### src/rtl/picoblaze_port_bridge.sv
// -----------------------------------------------------------------------------
// picoblaze_port_bridge
//
// I/O port bridge between a KCPSM6 core and its peripheral controllers.
// Decodes port_id into N_OUT write registers and N_IN read ports, each with a
// one-cycle access pulse, and adds an event/interrupt unit: sticky rising-edge
// flags, an interrupt mask and a request FSM driving interrupt/interrupt_ack.
//
// Optional feature macro: PB_EVT_SYNC_EN
//   defined   : two-flop synchroniser on every in_event line before edge
//               detection (flag latency 3 cycles, asynchronous sources allowed)
//   undefined : in_event must be clk-synchronous, flag latency 1 cycle
//
// Ports
//   clk            in   system clock, rising edge
//   reset          in   asynchronous reset, active low
//   port_id        in   KCPSM6 port address
//   out_port       in   KCPSM6 write data
//   write_strobe   in   OUTPUT strobe (full port_id decode)
//   k_write_strobe in   OUTPUTK strobe (port_id[3:0] decode only)
//   read_strobe    in   INPUT strobe
//   in_port        out  registered read data to KCPSM6
//   interrupt      out  interrupt request to KCPSM6
//   interrupt_ack  in   KCPSM6 acknowledge
//   out_bus        out  output registers, reg i = [i*DATA_W +: DATA_W]
//   out_wr_pulse   out  one-cycle pulse, coincident with the new out_bus value
//   in_bus         in   input port data, same packing as out_bus
//   in_rd_pulse    out  one-cycle pulse the cycle after the read_strobe cycle
//   in_event       in   event lines (level)
// -----------------------------------------------------------------------------
module picoblaze_port_bridge #(
  parameter int unsigned         DATA_W    = 8,
  parameter int unsigned         ADDR_W    = 8,
  parameter int unsigned         N_OUT     = 4,
  parameter int unsigned         N_IN      = 4,
  parameter logic [ADDR_W-1:0]   OUT_BASE  = ADDR_W'(8'h00),
  parameter logic [ADDR_W-1:0]   IN_BASE   = ADDR_W'(8'h00),
  parameter logic [ADDR_W-1:0]   EVT_PORT  = ADDR_W'(8'hF0),
  parameter logic [ADDR_W-1:0]   MASK_PORT = ADDR_W'(8'hF1)
) (
  input  logic                    clk,
  input  logic                    reset,
  input  logic [ADDR_W-1:0]       port_id,
  input  logic [DATA_W-1:0]       out_port,
  input  logic                    write_strobe,
  input  logic                    k_write_strobe,
  input  logic                    read_strobe,
  output logic [DATA_W-1:0]       in_port,
  output logic                    interrupt,
  input  logic                    interrupt_ack,
  output logic [N_OUT*DATA_W-1:0] out_bus,
  output logic [N_OUT-1:0]        out_wr_pulse,
  input  logic [N_IN*DATA_W-1:0]  in_bus,
  output logic [N_IN-1:0]         in_rd_pulse,
  input  logic [N_IN-1:0]         in_event
);

  typedef enum logic [1:0] {
    IDLE = 2'd0,
    REQ  = 2'd1,
    SVC  = 2'd2
  } irq_state_t;

  irq_state_t          state, state_nxt;

  logic [N_OUT-1:0]    wr_hit_p0;
  logic [N_IN-1:0]     rd_hit_p0;
  logic [DATA_W-1:0]   rd_data_p0;
  logic                evt_sel_p0;
  logic                mask_sel_p0;
  logic                mask_wr_p0;
  logic                evt_clr_p0;

  logic [N_IN-1:0]     mask;
  logic [N_IN-1:0]     flags;
  logic [N_IN-1:0]     evt_line;
  logic [N_IN-1:0]     evt_hist;
  logic [N_IN-1:0]     evt_rise;

  // ---- stage p0: address decode and read mux (combinational) ----
  assign evt_sel_p0  = (port_id == EVT_PORT);
  assign mask_sel_p0 = (port_id == MASK_PORT);
  assign mask_wr_p0  = write_strobe && mask_sel_p0;
  assign evt_clr_p0  = read_strobe && evt_sel_p0;

  always_comb begin
    wr_hit_p0 = '0;
    for (int i = 0; i < int'(N_OUT); i++) begin
      // OUTPUTK only carries a 4-bit port address, so its decode wraps mod 16.
      wr_hit_p0[i] = (write_strobe   && (port_id == OUT_BASE + ADDR_W'(i))) ||
                     (k_write_strobe && (port_id[3:0] == OUT_BASE[3:0] + 4'(i)));
    end
  end

  always_comb begin
    rd_hit_p0  = '0;
    rd_data_p0 = '0;
    for (int i = 0; i < int'(N_IN); i++) begin
      if (port_id == IN_BASE + ADDR_W'(i)) begin
        rd_data_p0   = in_bus[i*DATA_W +: DATA_W];
        rd_hit_p0[i] = read_strobe && !evt_sel_p0 && !mask_sel_p0;
      end
    end
    // Event and mask ports shadow any overlapping input port.
    if (evt_sel_p0) begin
      rd_data_p0 = DATA_W'(flags);
    end else if (mask_sel_p0) begin
      rd_data_p0 = DATA_W'(mask);
    end
  end

  // ---- stage p1: registered port outputs ----
  always_ff @(posedge clk or negedge reset) begin
    if (!reset) begin
      out_bus      <= '0;
      out_wr_pulse <= '0;
      in_rd_pulse  <= '0;
      in_port      <= '0;
      mask         <= '0;
    end else begin
      for (int i = 0; i < int'(N_OUT); i++) begin
        if (wr_hit_p0[i]) out_bus[i*DATA_W +: DATA_W] <= out_port;
      end
      out_wr_pulse <= wr_hit_p0;
      in_rd_pulse  <= rd_hit_p0;
      in_port      <= rd_data_p0;
      if (mask_wr_p0) mask <= out_port[N_IN-1:0];
    end
  end

  // ---- event path: optional synchroniser, edge detect, sticky flags ----
`ifdef PB_EVT_SYNC_EN
  logic [N_IN-1:0] evt_sync_p0, evt_sync_p1;

  // Reset to 1s so a line already high at reset release is not an event.
  always_ff @(posedge clk or negedge reset) begin
    if (!reset) begin
      evt_sync_p0 <= '1;
      evt_sync_p1 <= '1;
    end else begin
      evt_sync_p0 <= in_event;
      evt_sync_p1 <= evt_sync_p0;
    end
  end

  assign evt_line = evt_sync_p1;
`else
  assign evt_line = in_event;
`endif

  assign evt_rise = evt_line & ~evt_hist;

  always_ff @(posedge clk or negedge reset) begin
    if (!reset) begin
      evt_hist <= '1;
      flags    <= '0;
    end else begin
      evt_hist <= evt_line;
      // The clear removes exactly what this read returns; a new edge wins.
      flags    <= (evt_clr_p0 ? '0 : flags) | evt_rise;
    end
  end

  // ---- interrupt request FSM ----
  always_ff @(posedge clk or negedge reset) begin
    if (!reset) state <= IDLE;
    else        state <= state_nxt;
  end

  always_comb begin
    state_nxt = state;
    case (state)
      IDLE:    if (|(flags & mask)) state_nxt = REQ;
      REQ:     if (interrupt_ack)   state_nxt = SVC;
      SVC:     if (evt_clr_p0)      state_nxt = IDLE;
      default: state_nxt = IDLE;
    endcase
  end

  assign interrupt = (state == REQ);

endmodule

### config.mk
export PLATFORM = sky130hd
export DESIGN_NAME = picoblaze_port_bridge
export DESIGN_NICKNAME = d
export VERILOG_FILES = /design/src/rtl/picoblaze_port_bridge.sv
export SDC_FILE = /design/constraint.sdc
export NUM_CORES = 1
export LEC_CHECK = 0
export ABC_AREA = 0
export ABC_CLOCK_PERIOD_IN_PS = 1400
export BUFFER_PORTS_ARGS = -buffer_cell sky130_fd_sc_hd__buf_2
export CAP_MARGIN = 30
export CORE_MARGIN = 2
export CORE_UTILIZATION = 52
export DETAILED_ROUTE_END_ITERATION = 12
export PLACE_DENSITY = 0.85
export SYNTH_ARGS = -nofsm -noshare
export SYNTH_HDL_FRONTEND = slang
export SYNTH_SLANG_ARGS = --single-unit
### constraint.sdc
create_clock -name clk -period 1.4 [get_ports clk]
set_input_delay 0.28 -clock clk [delete_from_list [all_inputs] [get_ports clk]]
set_output_delay 0.28 -clock clk [all_outputs]
set_load 0.05 [all_outputs]
==> impl_metrics.env <==
export IMPL_outcome="finished clean"
export IMPL_syn_inst=207
export IMPL_syn_area_mm2=0.00266
export IMPL_fin_skew_ns=0.00921
export IMPL_setup_viol=0
export IMPL_synth_flop_cell="dfrtp_1"
export IMPL_final_core_util=0.778
export IMPL_synth_cell_types=40
export IMPL_cp_slowest_stage_delay_ns=0.38
export IMPL_grt_overflow=0
export IMPL_yosysMostFrequentCell="dfrtp_1"
export IMPL_rsz0062_at_grt="true"
export IMPL_fill_cells=324
export IMPL_synthArstFlopShare=1.00
export IMPL_synthAdderAreaFrac=0
export IMPL_synthTopCellsByArea="dfrtp_1 55%, mux2_2 15%, dfstp_2 4.0%"
export IMPL_synth_fp_nets=265
export IMPL_clk_path_buf_depth=2
export IMPL_tritoncts="done"
export IMPL_grt_max_degree=25
export IMPL_die_y_um=75.5
export IMPL_synth_compound_area_frac=0.124
export IMPL_vias=2287
export IMPL_row_count=26
export IMPL_core_area_mm2=0.00501
export IMPL_synth_edf_count=0
export IMPL_ys_ff_latch=62
export IMPL_slew_viol_final=0
export IMPL_drive_above_1_share=0.595
export IMPL_r2r_slack_ns=0.30
export IMPL_relSlewSlack=0.626
export IMPL_hold_path_cell_count=1
export IMPL_fin_nets=418
export IMPL_synth_common_cells="58 x dfrtp_1, 36 x mux2_2, 11 x nand2_1"
export IMPL_htree_num_levels=3
export IMPL_vias_per_cell=5.26
export IMPL_portBuffers=106
export IMPL_tightest_slew_ns=0.561
export IMPL_worst_ep_arrival_time_ns=1.63
export IMPL_hold_path_startpoint="in_event[3]"
export IMPL_hold_viol_final=0
export IMPL_ir_drop_v=0.00111
export IMPL_path_cells="buf_2 -> nor4_4 -> a21oi_4 -> nor2_2 -> buf_12 -> mux2_2"
export IMPL_dp_hpwl_mm=5.26
export IMPL_timing_final_ws_setup_ns=0.00219
export IMPL_synth_top_area_share=0.546
export IMPL_fin_area_mm2=0.00390
export IMPL_required_ns=1.63
export IMPL_ios=107
export IMPL_clk_pin_slew_worst_paths_ns=0.08
export IMPL_dieArea_mm2=0.00570
export IMPL_drc=0
export IMPL_cts_buffers=9
export IMPL_power_density_mw_per_mm2=1440
export IMPL_whs_endpoint="evt_hist[3]$_DFF_PN1_"
export IMPL_die_width_um=75.5
export IMPL_synth_xor_area_frac=0
export IMPL_hold_path_class="in2reg"
export IMPL_synth_simple_area_share=0.118
export IMPL_firstDrtPassIters=4
export IMPL_routabilityCongestion=0.806
export IMPL_diodes=0
export IMPL_clock_fmax_ghz=0.715
export IMPL_initialDrtViolationCount=110
export IMPL_crit_start="port_id[6]"
export IMPL_syn_avg_cell_area_um2=12.8
export IMPL_worstSetupEndpointType="register"
export IMPL_antenna_found_initial=0
export IMPL_grt_first_pass_wirelength_mm=10.8
export IMPL_wl_per_cell_um=16.3
export IMPL_place_area_mm2=0.00362
export IMPL_fin_crit_ns=1.40
export IMPL_ant_nets=0
export IMPL_grt_usage=0.263
export IMPL_yosysTopAreaCell="dfrtp_1"
export IMPL_r2r_end="state[0]$_DFFE_PN0P_"
export IMPL_crit_type="in2reg"
export IMPL_synthMuxAreaShare=0.153
export IMPL_start_util=0.530
export IMPL_crit_path_start_kind="input pin"
export IMPL_insertion_delay_ns=0.34
export IMPL_finalWirelength_mm=7.09
export IMPL_cpMaxStageDelayCell="nor4_4"
export IMPL_cts_sinks=62
export IMPL_yosys_warnings=0
export IMPL_period_share=0.998
export IMPL_pre_cts_ws_ns=-0.354
export IMPL_reg2reg_from="flags[2]$_DFF_PN0_"
export IMPL_crit_path_max_fanout=9
export IMPL_synth_yosys_seq_area_share=0.586
export IMPL_drv_cap=0
export IMPL_area_growth_syn_to_layout_pct=46.7
export IMPL_root_buffer="clkbuf_8"
export IMPL_synth_top_family_by_area="multiplexers"
export IMPL_p_leak_nw=1.92
export IMPL_ff2ff_path_depth=2
export IMPL_grt_pass1_vias=2297
-- per-stage QoR --
step	TNS (ns)	total power [W]	cells	hold WS (ns)
2_1_floorplan	-7.02	0.00341	207	-0.0156
3_3_place_gp	-13.26	0.00391	414	0.291
3_5_place_dp	-14.66	0.00396	414	0.299
4_1_cts	0	0.00561	432	0.0251
5_1_grt	-0.302	0.00583	435	0.0239
6_report	0	0.00562	435	0.0399
-- metal layers --
layer,GRT usage,up-vias,wire [um]
met3,0.0701,8,419
met4,0.133,0,83
li1,-,1083,-
met5,0,-,0
met1,0.305,1106,2990
met2,0.449,90,3600
-- worst max-delay path by stage --
stage	endpoint	slack, ns	depth (start not counted)
finish	out_bus[30]$_DFFE_PN0P_	0.002	6
global placement	in_port[0]$_DFF_PN0_	-0.36	6
CTS	in_port[0]$_DFF_PN0_	0.0004	6
floorplan	out_bus[16]$_DFFE_PN0P_	-0.24	4
detailed placement	in_port[0]$_DFF_PN0_	-0.35	6
global route	out_bus[26]$_DFFE_PN0P_	-0.03	6
-- state kept, by name, summed over array words and instances, names as in the netlist --
register      cells
mask              4
out_bus          32
evt_hist          4
state             2
out_wr_pulse      4
in_rd_pulse       4
flags             4
in_port           8
-- layout by cell type, fill, tap and decap left out, drive strengths merged, types with 6 or more instances in the layout --
cell type and count:
buf 147, nand2b 8, nor2 8, dfrtp 58, o21ai 6, mux2 36, clkbuf 10, nor3 6
inv 8, nand2 11, a21oi 6
-- layout make-up --
cell class | instances | area (um^2) | share of cell area
well taps | 70 | 87.6 | 0.0225
multi-input cells | 133 | 1120 | 0.288
flip-flops and latches | 62 | 1560 | 0.399
repair buffers | 148 | 902 | 0.231
clock inverters | 6 | 68.8 | 0.0177
inverters | 6 | 22.5 | 0.00578
clock buffers | 10 | 138 | 0.0353
-- timing repair --
action,4_1_cts,5_1_grt
pin swaps,0,1
resized for setup,2,6
setup endpoints to repair,2,24
hold endpoints to repair,18,0
buffers inserted,1,3
hold buffers,1,0
-- where the power goes --
group | internal (W) | total (W) | switching (W)
Combinational | 0.000578 | 0.00180 | 0.00122
Clock | 0.000882 | 0.00162 | 0.000739
Sequential | 0.00205 | 0.00220 | 0.000143
Total | 0.00351 | 0.00562 | 0.00211
-- kinds of logic after synthesis --
family,count (synthesis)
flops,62
simple gates,52
compound gates,45
mux,36
buf+inv,12
-- critical path: cells and delay by family --
family	cells	cell delay, ns
AO/OA/AOI/OAI	1	0.16
buffers and inverters	2	0.28
multiplexers	1	0.33
AND/OR/NAND/NOR	2	0.56
Power figures use the tool's default switching activity.
